[src/rtl/irq_controller.sv]
// Prioritised interrupt controller: edge capture, CPU mask, fixed priority, REQ/SERVICE handshake.
// Edge->irq 2 cycles, ack->irq low 1 cycle; IRQ_CONTROLLER_LEVEL_EN selects level-sensitive sources.
module irq_controller #(
   parameter int N_SRC = 4,
   parameter int VEC_W = 4
) (
   input  logic             clock,
   input  logic             reset,
   input  logic [N_SRC-1:0] src_irq,
   input  logic [1:0]       reg_sel,
   input  logic             reg_we,
   input  logic [15:0]      reg_wdata,
   output logic [15:0]      reg_rdata,
   output logic             irq,
   input  logic             irq_ack,
   output logic [VEC_W-1:0] vector,
   output logic             in_service
);

   localparam logic [1:0] SEL_PEND = 2'd0;
   localparam logic [1:0] SEL_MASK = 2'd1;
   localparam logic [1:0] SEL_VEC  = 2'd2;
   localparam logic [1:0] SEL_EOI  = 2'd3;

   typedef enum logic [1:0] {
      ST_IDLE    = 2'd0,
      ST_REQ     = 2'd1,
      ST_SERVICE = 2'd2
   } state_t;

   state_t           state, state_nxt;
   logic [N_SRC-1:0] pending, pending_nxt;
   logic [N_SRC-1:0] mask;
   logic [N_SRC-1:0] eligible;
   logic [VEC_W-1:0] sel, vector_nxt;
   logic             ack_take;
   logic             eoi_wr;
   logic             mask_wr;
   logic [16:0]      unused_bits;

   assign unused_bits = {ack_take, reg_wdata};

   assign eligible = pending & mask;
   assign eoi_wr   = reg_we && (reg_sel == SEL_EOI);
   assign mask_wr  = reg_we && (reg_sel == SEL_MASK);

   always_comb begin
      sel = '0;
      for (int i = N_SRC - 1; i >= 0; i--) begin
         if (eligible[i]) sel = VEC_W'(i);
      end
   end

   always_comb begin
      state_nxt  = state;
      vector_nxt = vector;
      ack_take   = 1'b0;
      case (state)
         ST_IDLE: begin
            if (|eligible) begin
               state_nxt  = ST_REQ;
               vector_nxt = sel;
            end
         end
         ST_REQ: begin
            // Losing every eligible source withdraws the request before any ack is honoured.
            if (!(|eligible)) begin
               state_nxt = ST_IDLE;
            end else if (irq_ack) begin
               ack_take  = 1'b1;
               state_nxt = ST_SERVICE;
            end else begin
               vector_nxt = sel;
            end
         end
         ST_SERVICE: begin
            if (eoi_wr) state_nxt = ST_IDLE;
         end
         default: state_nxt = ST_IDLE;
      endcase
   end

`ifdef IRQ_CONTROLLER_LEVEL_EN
   always_comb begin
      pending_nxt = src_irq;
   end
`else
   logic [N_SRC-1:0] prev;
   logic [N_SRC-1:0] w1c_clr;
   logic [N_SRC-1:0] ack_clr;

   always_comb begin
      w1c_clr = '0;
      if (reg_we && (reg_sel == SEL_PEND)) w1c_clr = reg_wdata[N_SRC-1:0];
      for (int i = 0; i < N_SRC; i++) begin
         ack_clr[i] = ack_take && (vector == VEC_W'(i));
      end
      // A fresh edge overrides a same-cycle clear of that bit.
      pending_nxt = (pending & ~(w1c_clr | ack_clr)) | (src_irq & ~prev);
   end

   always_ff @(posedge clock) begin
      if (reset) prev <= '0;
      else       prev <= src_irq;
   end
`endif

   always_ff @(posedge clock) begin
      if (reset) begin
         state   <= ST_IDLE;
         vector  <= '0;
         mask    <= '0;
         pending <= '0;
      end else begin
         state   <= state_nxt;
         vector  <= vector_nxt;
         pending <= pending_nxt;
         if (mask_wr) mask <= reg_wdata[N_SRC-1:0];
      end
   end

   assign irq        = (state == ST_REQ);
   assign in_service = (state == ST_SERVICE);

   always_comb begin
      reg_rdata = '0;
      case (reg_sel)
         SEL_PEND: reg_rdata[N_SRC-1:0] = pending;
         SEL_MASK: reg_rdata[N_SRC-1:0] = mask;
         SEL_VEC: begin
            reg_rdata[15]        = in_service;
            reg_rdata[VEC_W-1:0] = vector;
         end
         default: reg_rdata = '0;
      endcase
   end

endmodule

[config.mk]
export PLATFORM = sky130hd
export DESIGN_NAME = irq_controller
export DESIGN_NICKNAME = d
export VERILOG_FILES = /design/src/rtl/irq_controller.sv
export SDC_FILE = /design/constraint.sdc
export NUM_CORES = 1
export LEC_CHECK = 0
export ABC_AREA = 1
export CAP_MARGIN = 20
export CELL_PAD_IN_SITES_DETAIL_PLACEMENT = 0
export CELL_PAD_IN_SITES_GLOBAL_PLACEMENT = 2
export CORE_MARGIN = 2
export CORE_UTILIZATION = 21
export CTS_BUF_LIST = sky130_fd_sc_hd__clkbuf_4
export CTS_CLUSTER_SIZE = 30
export DETAILED_ROUTE_END_ITERATION = 8
export HOLD_SLACK_MARGIN = 0.02
export PLACE_DENSITY_LB_ADDON = 0.25
export SLEW_MARGIN = 10
export SYNTH_ARGS = -nofsm -noshare
export SYNTH_HDL_FRONTEND = slang
export SYNTH_SLANG_ARGS = --single-unit
[constraint.sdc]
create_clock -name clock -period 1.7 [get_ports clock]
set_input_delay 0.34 -clock clock [delete_from_list [all_inputs] [get_ports clock]]
set_output_delay 0.34 -clock clock [all_outputs]
set_load 0.01 [all_outputs]
== Word-level counts from Yosys, hierarchy flattened ==
Cells that the tools add are included.

* Mux-type cells: 19
* Add/sub/neg operators: 0
* Shift operators: 0
* Equal/unequal tests: 13
* $lt $le $gt $ge: 0
* Reduce and logical (&&, ||, !) cells: 14
* Div/mod/pow operators: 0
* Multipliers: 0
* Bitwise logic cells: 7

{| class="wikitable"
|+ Operators with widths
! kind !! number
|-
| 4-bit 2-to-1 mux || 7
|-
| 4-bit bitwise AND || 3
|-
| 4-bit case mux with 3 select lines || 1
|-
| 2-bit 2-to-1 mux || 5
|-
| 4-bit by 2-bit == test with 1-bit output (second input constant) || 2
|-
| 4-bit NOT || 2
|-
| 4-bit OR || 2
|-
| 4-bit case mux with 2 select lines || 1
|-
| 1-bit logical AND || 7
|-
| 2-bit == test (second input constant) || 3
|-
| 2-bit case mux with 3 select lines || 1
|-
| 2-bit by 1-bit == test with 1-bit output (second input constant) || 2
|-
| 4-bit by 1-bit == test with 1-bit output (second input constant) || 1
|-
| 2-bit zero test || 2
|-
| 4-bit zero test || 1
|-
| 1-bit 2-to-1 mux || 4
|-
| 2-bit by 1-bit inequality test with 1-bit output (second input constant) || 2
|-
| 2-bit inequality test (second input constant) || 2
|-
| 4-bit AND reduction || 1
|-
| 4-bit OR reduction || 1
|-
| 3-bit inequality test (second input constant) || 1
|-
| 3-bit AND reduction || 1
|-
| 2-bit nonzero test || 1
|}

* Output and inout bits: 22
* Word-level logic and storage cells: 58
* Input port bits: 26
* Bits in writable memories: 0
* Memories: 0
* Bits in read-only memories: 0
* Register bits: 18
* Latch bits: 0

== Longest topological paths before layout ==
Gate-level depths: netlist (run 1).

* Depth after elaboration: 9
* Mapped depth: 8
* Depth with buffers taken out: 8

== Worst setup path before layout (run 1) ==
Ideal clock, no wire load.

* Path kind: input to output
* From: in reg_sel[0]
* To: out reg_rdata[2]
* Data arrival time: 825 ps
* Path slack: 535 ps
* Data required time: 1,360 ps
* Stages: 4
* Path through: inv_2 nor2_1 inv_1 o21ai_0

* Word-level cells in the longest chain between the ends: 2
* Elaborated cells on any way between the ends: 4

{| class="wikitable"
|+ RTL lines
! what !! RTL line !! RTL
|-
| from (decl) || 10 || <nowiki>input logic [1:0] reg_sel,</nowiki>
|-
| 2-bit == test, or another cell as far along || 127 || <nowiki>case (reg_sel)</nowiki>
|-
| 4-bit case mux with 3 select lines (*) || 127 ||
|-
| to (decl) || 13 || <nowiki>output logic [15:0] reg_rdata,</nowiki>
|}

Mark *: on every way between the ends. The rest lies on a longest branch, timed or not.

== Final worst setup path (run 1) ==
* From: reg vector[1]
* To: out vector[1]

{| class="wikitable"
|+ RTL lines
! what !! RTL line !! RTL
|-
| from (decl) || 16 || <nowiki>output logic [VEC_W-1:0] vector,</nowiki>
|-
| from (signal assigned) || 116 || <nowiki>vector <= vector_nxt;</nowiki>
|}

No word-level cell between the ends.

==> out/summary.txt, run 1 <==
final hold viol count -> 0
core region area -> 4290 sq um
hold_buf cts -> 0
Hold Crit Endpoint -> pending[0]$_SDFF_PP0_
placed instance area -> 1200 sq um
clk_skew -> 5.98 ps
WHS -> 458 ps
later-pin clock latency in the skew report -> 290 ps
cell area after synthesis -> 927 sq um
CP required -> 1360 ps
area grow syn2layout -> 34.5%
Root Driver -> clkbuf_4
chip height -> 70.4 microns
Static Leak -> 0.000614 uW
DRC -> 0
Pwr per Cell Area -> 641 nW/um^2
number of port buffers -> 22
Detailed Place HPWL -> 1810 microns
GP Congestion -> 0.744
critical path type -> flip-flop to output port
crit path cell chain -> buf_4 > clkdlybuf4s50_1
row cnt -> 24
largest fanout on the critical path -> 4
Post-synth EDFFs -> 0
VDD IR max -> 0.000256 V
post-DR wirelength/cell -> 9.48 microns
Slowest cell on crit path -> clkdlybuf4s50_1
critical path arrival -> 1280 ps
ys async rst share -> 0%
GRT overflow -> 0
layout cells sized above 1 -> 26.0%
Seq/Total Area, Yosys -> 34.5%
clock slew at reported path FFs -> 90 ps
top cells by instance count after synthesis -> nand2_1, inv_1, dfxtp_1
post-synth top area share -> 34.5%
Yosys reg bits -> 16
remaining antenna violation count -> 0
post-synth top area cell -> dfxtp_1
count leader, synth -> nand2_1
Slew Limit Fails -> 0
CTS tree -> yes
NumNets Final -> 197
Hold Path Class -> flip-flop to flip-flop
TNS Setup -> 0 ps
Final min period -> 1620 ps
Die ar. -> 4960 sq um
worst r2r path cells -> 7
status -> finished clean
CTS Sinks -> 16
Setup crit end kind -> output port
CP startpoint kind -> flip-flop
Final setup viols -> 0
RSZ-0062 raised after global routing -> false
Worst Min Path Start -> prev[0]$_SDFF_PP0_
# IOs -> 48
Final Cycle Share -> 95.4%
# H-tree levels -> 1
die width -> 70.4 microns
Reg-to-Reg End -> pending[2]$_SDFF_PP0_
Reg2Reg Launch Point -> pending[0]$_SDFF_PP0_
post-route design area -> 1250 sq um
initial antenna violation count -> 0
clock buffer depth -> 2
ant diodes -> 0
initial core utilization -> 21.6%
Hold Path Cell Cnt -> 3
Cells after Synth -> 139
Distinct cells, synth -> 21
Vias/cell -> 3.71
Largest delay share family, worst path -> buffers and inverters
dpl ws -> -453 ps
Tot GR Track Use -> 8.93%
setup slack, reg-to-reg -> 610 ps
first-pass GRT wire length -> 3500 microns
iteration-0 DRC count of the detailed router -> 25
maximum clock rate -> 617 MHz
post-layout worst setup margin -> 78.1 ps
pin count of the biggest net entering global routing -> 11
Syn. warnings -> 0
ys flop type -> dfxtp_1
vias in the first global route -> 781
Area contributors post-synth -> dfxtp_1, nand2_1, buf_4, inv_1, nand3_1
final WL -> 2100 microns
total CTS buffers -> 3
First-pass DRT Iterations -> 4
detailed-route via count -> 820
MaxCap Viol Count -> 0
total power -> 800 uW
mean post-synth cell area -> 6.67 sq um
slowest stage delay, CP -> 530 ps
Crit path buffers/inverters -> 2
metal layers:
| layer | wire length, microns | GRT usage [%] |
|---|---|---|
| met5 | 0 | 0 |
| met4 | 19 | 2.56 |
| met3 | 132 | 3.03 |
| met2 | 947 | 14.2 |
| met1 | 996 | 11.5 |
through the flow:
step / instances / util [%]
finish: 221 / 29.1
global placement: 217 / 27.9
global route: 221 / 29.1
detailed placement: 217 / 27.9
floorplan: 151 / -
CTS: 221 / 28.4
report_power, final:
part / total (uW) / internal [uW] / switching [uW]
Combinational: 188 / 83.5 / 105
Clock: 196 / 82.3 / 114
Sequential: 416 / 399 / 16.3
how the worst max path moves through the flow:
| stage | from | to | slack, ps | cells past startpoint |
|---|---|---|---|---|
| 5_1_grt | vector[1]$_SDFFE_PP0P_ | vector[1] | 20 | 2 |
| 2_1_floorplan | reg_sel[0] | reg_rdata[2] | 530 | 4 |
| 6_report | vector[1]$_SDFFE_PP0P_ | vector[1] | 80 | 2 |
| 3_5_place_dp | reg_sel[0] | reg_rdata[0] | -450 | 6 |
| 3_3_place_gp | reg_sel[0] | reg_rdata[2] | -430 | 6 |
| 4_1_cts | reg_sel[0] | reg_rdata[1] | -4 | 6 |
cell usage in the layout (no fill, tap or decap), drive strengths merged, types with 3 or more instances in the layout:
| master | count |
|---|---|
| a21oi | 6 |
| inv | 29 |
| dfxtp | 16 |
| nor2 | 15 |
| o21ai | 6 |
| nand2 | 37 |
| clkdlybuf4s50 | 13 |
| nand3 | 11 |
| clkbuf | 3 |
| buf | 10 |
| conb | 13 |
sequential cells by signal, indices dropped and copies added (netlist names):
| signal | count |
|---|---|
| mask | 4 |
| pending | 4 |
| prev | 4 |
| state | 2 |
| vector | 2 |
repair_timing:
item,CTS,global route
setup endpoints to repair,7,6
buffers inserted,1,0
hold endpoints to repair,0,0
pin swaps,0,2
resized for setup,28,8
logic make-up (layout without fill, tap and decap cells):
family / after synthesis / in the layout / share of synthesized area, %
other: 1 / 13 / 0.404
AOI/OAI and AO/OA: 16 / 16 / 10.4
DFF: 16 / 16 / 34.5
and+or+nand+nor: 64 / 64 / 32.4
buffers and inverters: 42 / 60 / 22.3
final cells by class:
class                      instances  area [sq um]
timing repair buffer              28           249
fill                             508          3050
multi-input combinational         93           478
tap                               52          65.1
sequential                        16           324
clock buffer                       3          22.5
inverter                          29           109
worst register-to-register path, delay by kind of cell (launching register included):
kind,cells,cell delay (ps)
AND/OR/NAND/NOR,7,600
flip-flops,1,370
Power figures use the tool's default switching activity.
==> inputs of run 2 (changes only) <==
PLACE_DENSITY = 0.92   (was unset)
PLACE_DENSITY_LB_ADDON = unset   (was 0.25)
==> out/summary.txt, run 2 (synthesized netlist as in run 1, its figures left out) <==
iteration-0 DRC count of the detailed router -> 47
CP required -> 1360 ps
Final min period -> 1630 ps
MaxCap Viol Count -> 0
RSZ-0062 raised after global routing -> false
Final Cycle Share -> 96.1%
initial core utilization -> 21.6%
Slowest cell on crit path -> clkdlybuf4s50_1
detailed-route via count -> 837
commonest non-fill, non-tap cell in the layout -> nand2_1
status -> finished clean
Hold Path Class -> flip-flop to flip-flop
Slew Limit Fails -> 0
clk_skew -> 14.6 ps
Hold Crit Endpoint -> pending[2]$_SDFF_PP0_
largest fanout on the critical path -> 4
Detailed Place HPWL -> 1710 microns
worst r2r path cells -> 7
# H-tree levels -> 1
final WL -> 2140 microns
total CTS buffers -> 3
VDD IR max -> 0.000352 V
maximum clock rate -> 612 MHz
area grow syn2layout -> 36.0%
first-pass GRT wire length -> 3560 microns
critical path type -> flip-flop to output port
setup slack, reg-to-reg -> 610 ps
Vias/cell -> 3.77
vias in the first global route -> 769
clock slew at reported path FFs -> 100 ps
Worst Min Path Start -> prev[2]$_SDFF_PP0_
GP Congestion -> 0.739
later-pin clock latency in the skew report -> 280 ps
Reg-to-Reg End -> pending[1]$_SDFF_PP0_
crit path cell chain -> buf_4 > clkdlybuf4s50_1
Root Driver -> clkbuf_4
remaining antenna violation count -> 0
CTS Sinks -> 16
Setup crit end kind -> output port
Pwr per Cell Area -> 639 nW/um^2
ant diodes -> 0
Largest delay share family, worst path -> buffers and inverters
Final setup viols -> 0
number of port buffers -> 22
slowest stage delay, CP -> 530 ps
WHS -> 442 ps
DRC -> 0
die width -> 70.4 microns
Tot GR Track Use -> 9.35%
Die ar. -> 4960 sq um
Static Leak -> 0.000638 uW
# IOs -> 48
layout cells sized above 1 -> 27.1%
Hold Path Cell Cnt -> 3
hold_buf cts -> 0
pin count of the biggest net entering global routing -> 11
most frequent cells in the layout -> nand2_1, inv_1, dfxtp_1
critical path arrival -> 1290 ps
post-DR wirelength/cell -> 9.64 microns
top flop regs -> mask: 4 flops, pending: 4 flops, prev: 4 flops
NumNets Final -> 198
clock buffer depth -> 2
CP startpoint kind -> flip-flop
chip height -> 70.4 microns
CTS tree -> yes
dpl ws -> -521 ps
core region area -> 4290 sq um
Crit path buffers/inverters -> 2
First-pass DRT Iterations -> 4
Reg2Reg Launch Point -> pending[2]$_SDFF_PP0_
row cnt -> 24
post-layout worst setup margin -> 65.8 ps
final hold viol count -> 0
GRT overflow -> 0
initial antenna violation count -> 0
run 2: worst max-delay path by stage:
stage	from	end	slack, ps	cells after the start
floorplan	reg_sel[0]	reg_rdata[2]	530	4
global route	vector[1]$_SDFFE_PP0P_	vector[1]	7	2
global placement	reg_sel[0]	reg_rdata[0]	-520	6
finish	vector[1]$_SDFFE_PP0P_	vector[1]	70	2
CTS	reg_sel[0]	reg_rdata[0]	6	6
detailed placement	reg_sel[0]	reg_rdata[0]	-520	6
run 2: cell type report:
| class | count | area, sq um |
|---|---|---|
| flip-flops and latches | 16 | 322 |
| inverters | 29 | 111 |
| multi-input cells | 93 | 482 |
| repair buffers | 29 | 259 |
| well taps | 52 | 65.1 |
| fillers | 492 | 3030 |
| clock buffers | 3 | 22.5 |
run 2: per-stage QoR:
| stage | total power [uW] | cell area (sq um) | utilization (%) | TNS, ps | cells |
|---|---|---|---|---|---|
| final | 806 | 1260 | 29.4 | 0 | 222 |
| after floorplan | 543 | 972 | - | 0 | 151 |
| after global routing | 875 | 1260 | 29.4 | 0 | 222 |
| after CTS | 817 | 1230 | 28.8 | 0 | 221 |
| after global placement | 613 | 1200 | 27.9 | -2280 | 217 |
| after detailed placement | 615 | 1200 | 27.9 | -2260 | 217 |
run 2: repair_timing:
item	in CTS	in global routing
endpoints found under the setup margin	7	7
pin swaps	0	2
buffers inserted	1	1
resized for setup	32	7
run 2: worst min-delay path, stage by stage (launching register included):
cell     delay, ps
dfxtp_1        300
inv_1           40
nand2_1         40
nand2_1         50
run 2: routing by layer:
metal	track usage [%]	routed length (microns)	vias to the layer above
li1	-	-	461
met3	3.61	127	2
met2	14.8	988	26
met5	0	0	-
met1	11.8	1000	348
met4	2.56	21	0
run 2: power breakdown:
part           switching, uW  internal [uW]  total [uW]  leakage (uW)
clock                    116           82.1         198     0.0000138
sequential              16.2            400         417      0.000133
combinational            107           85.0         192      0.000492
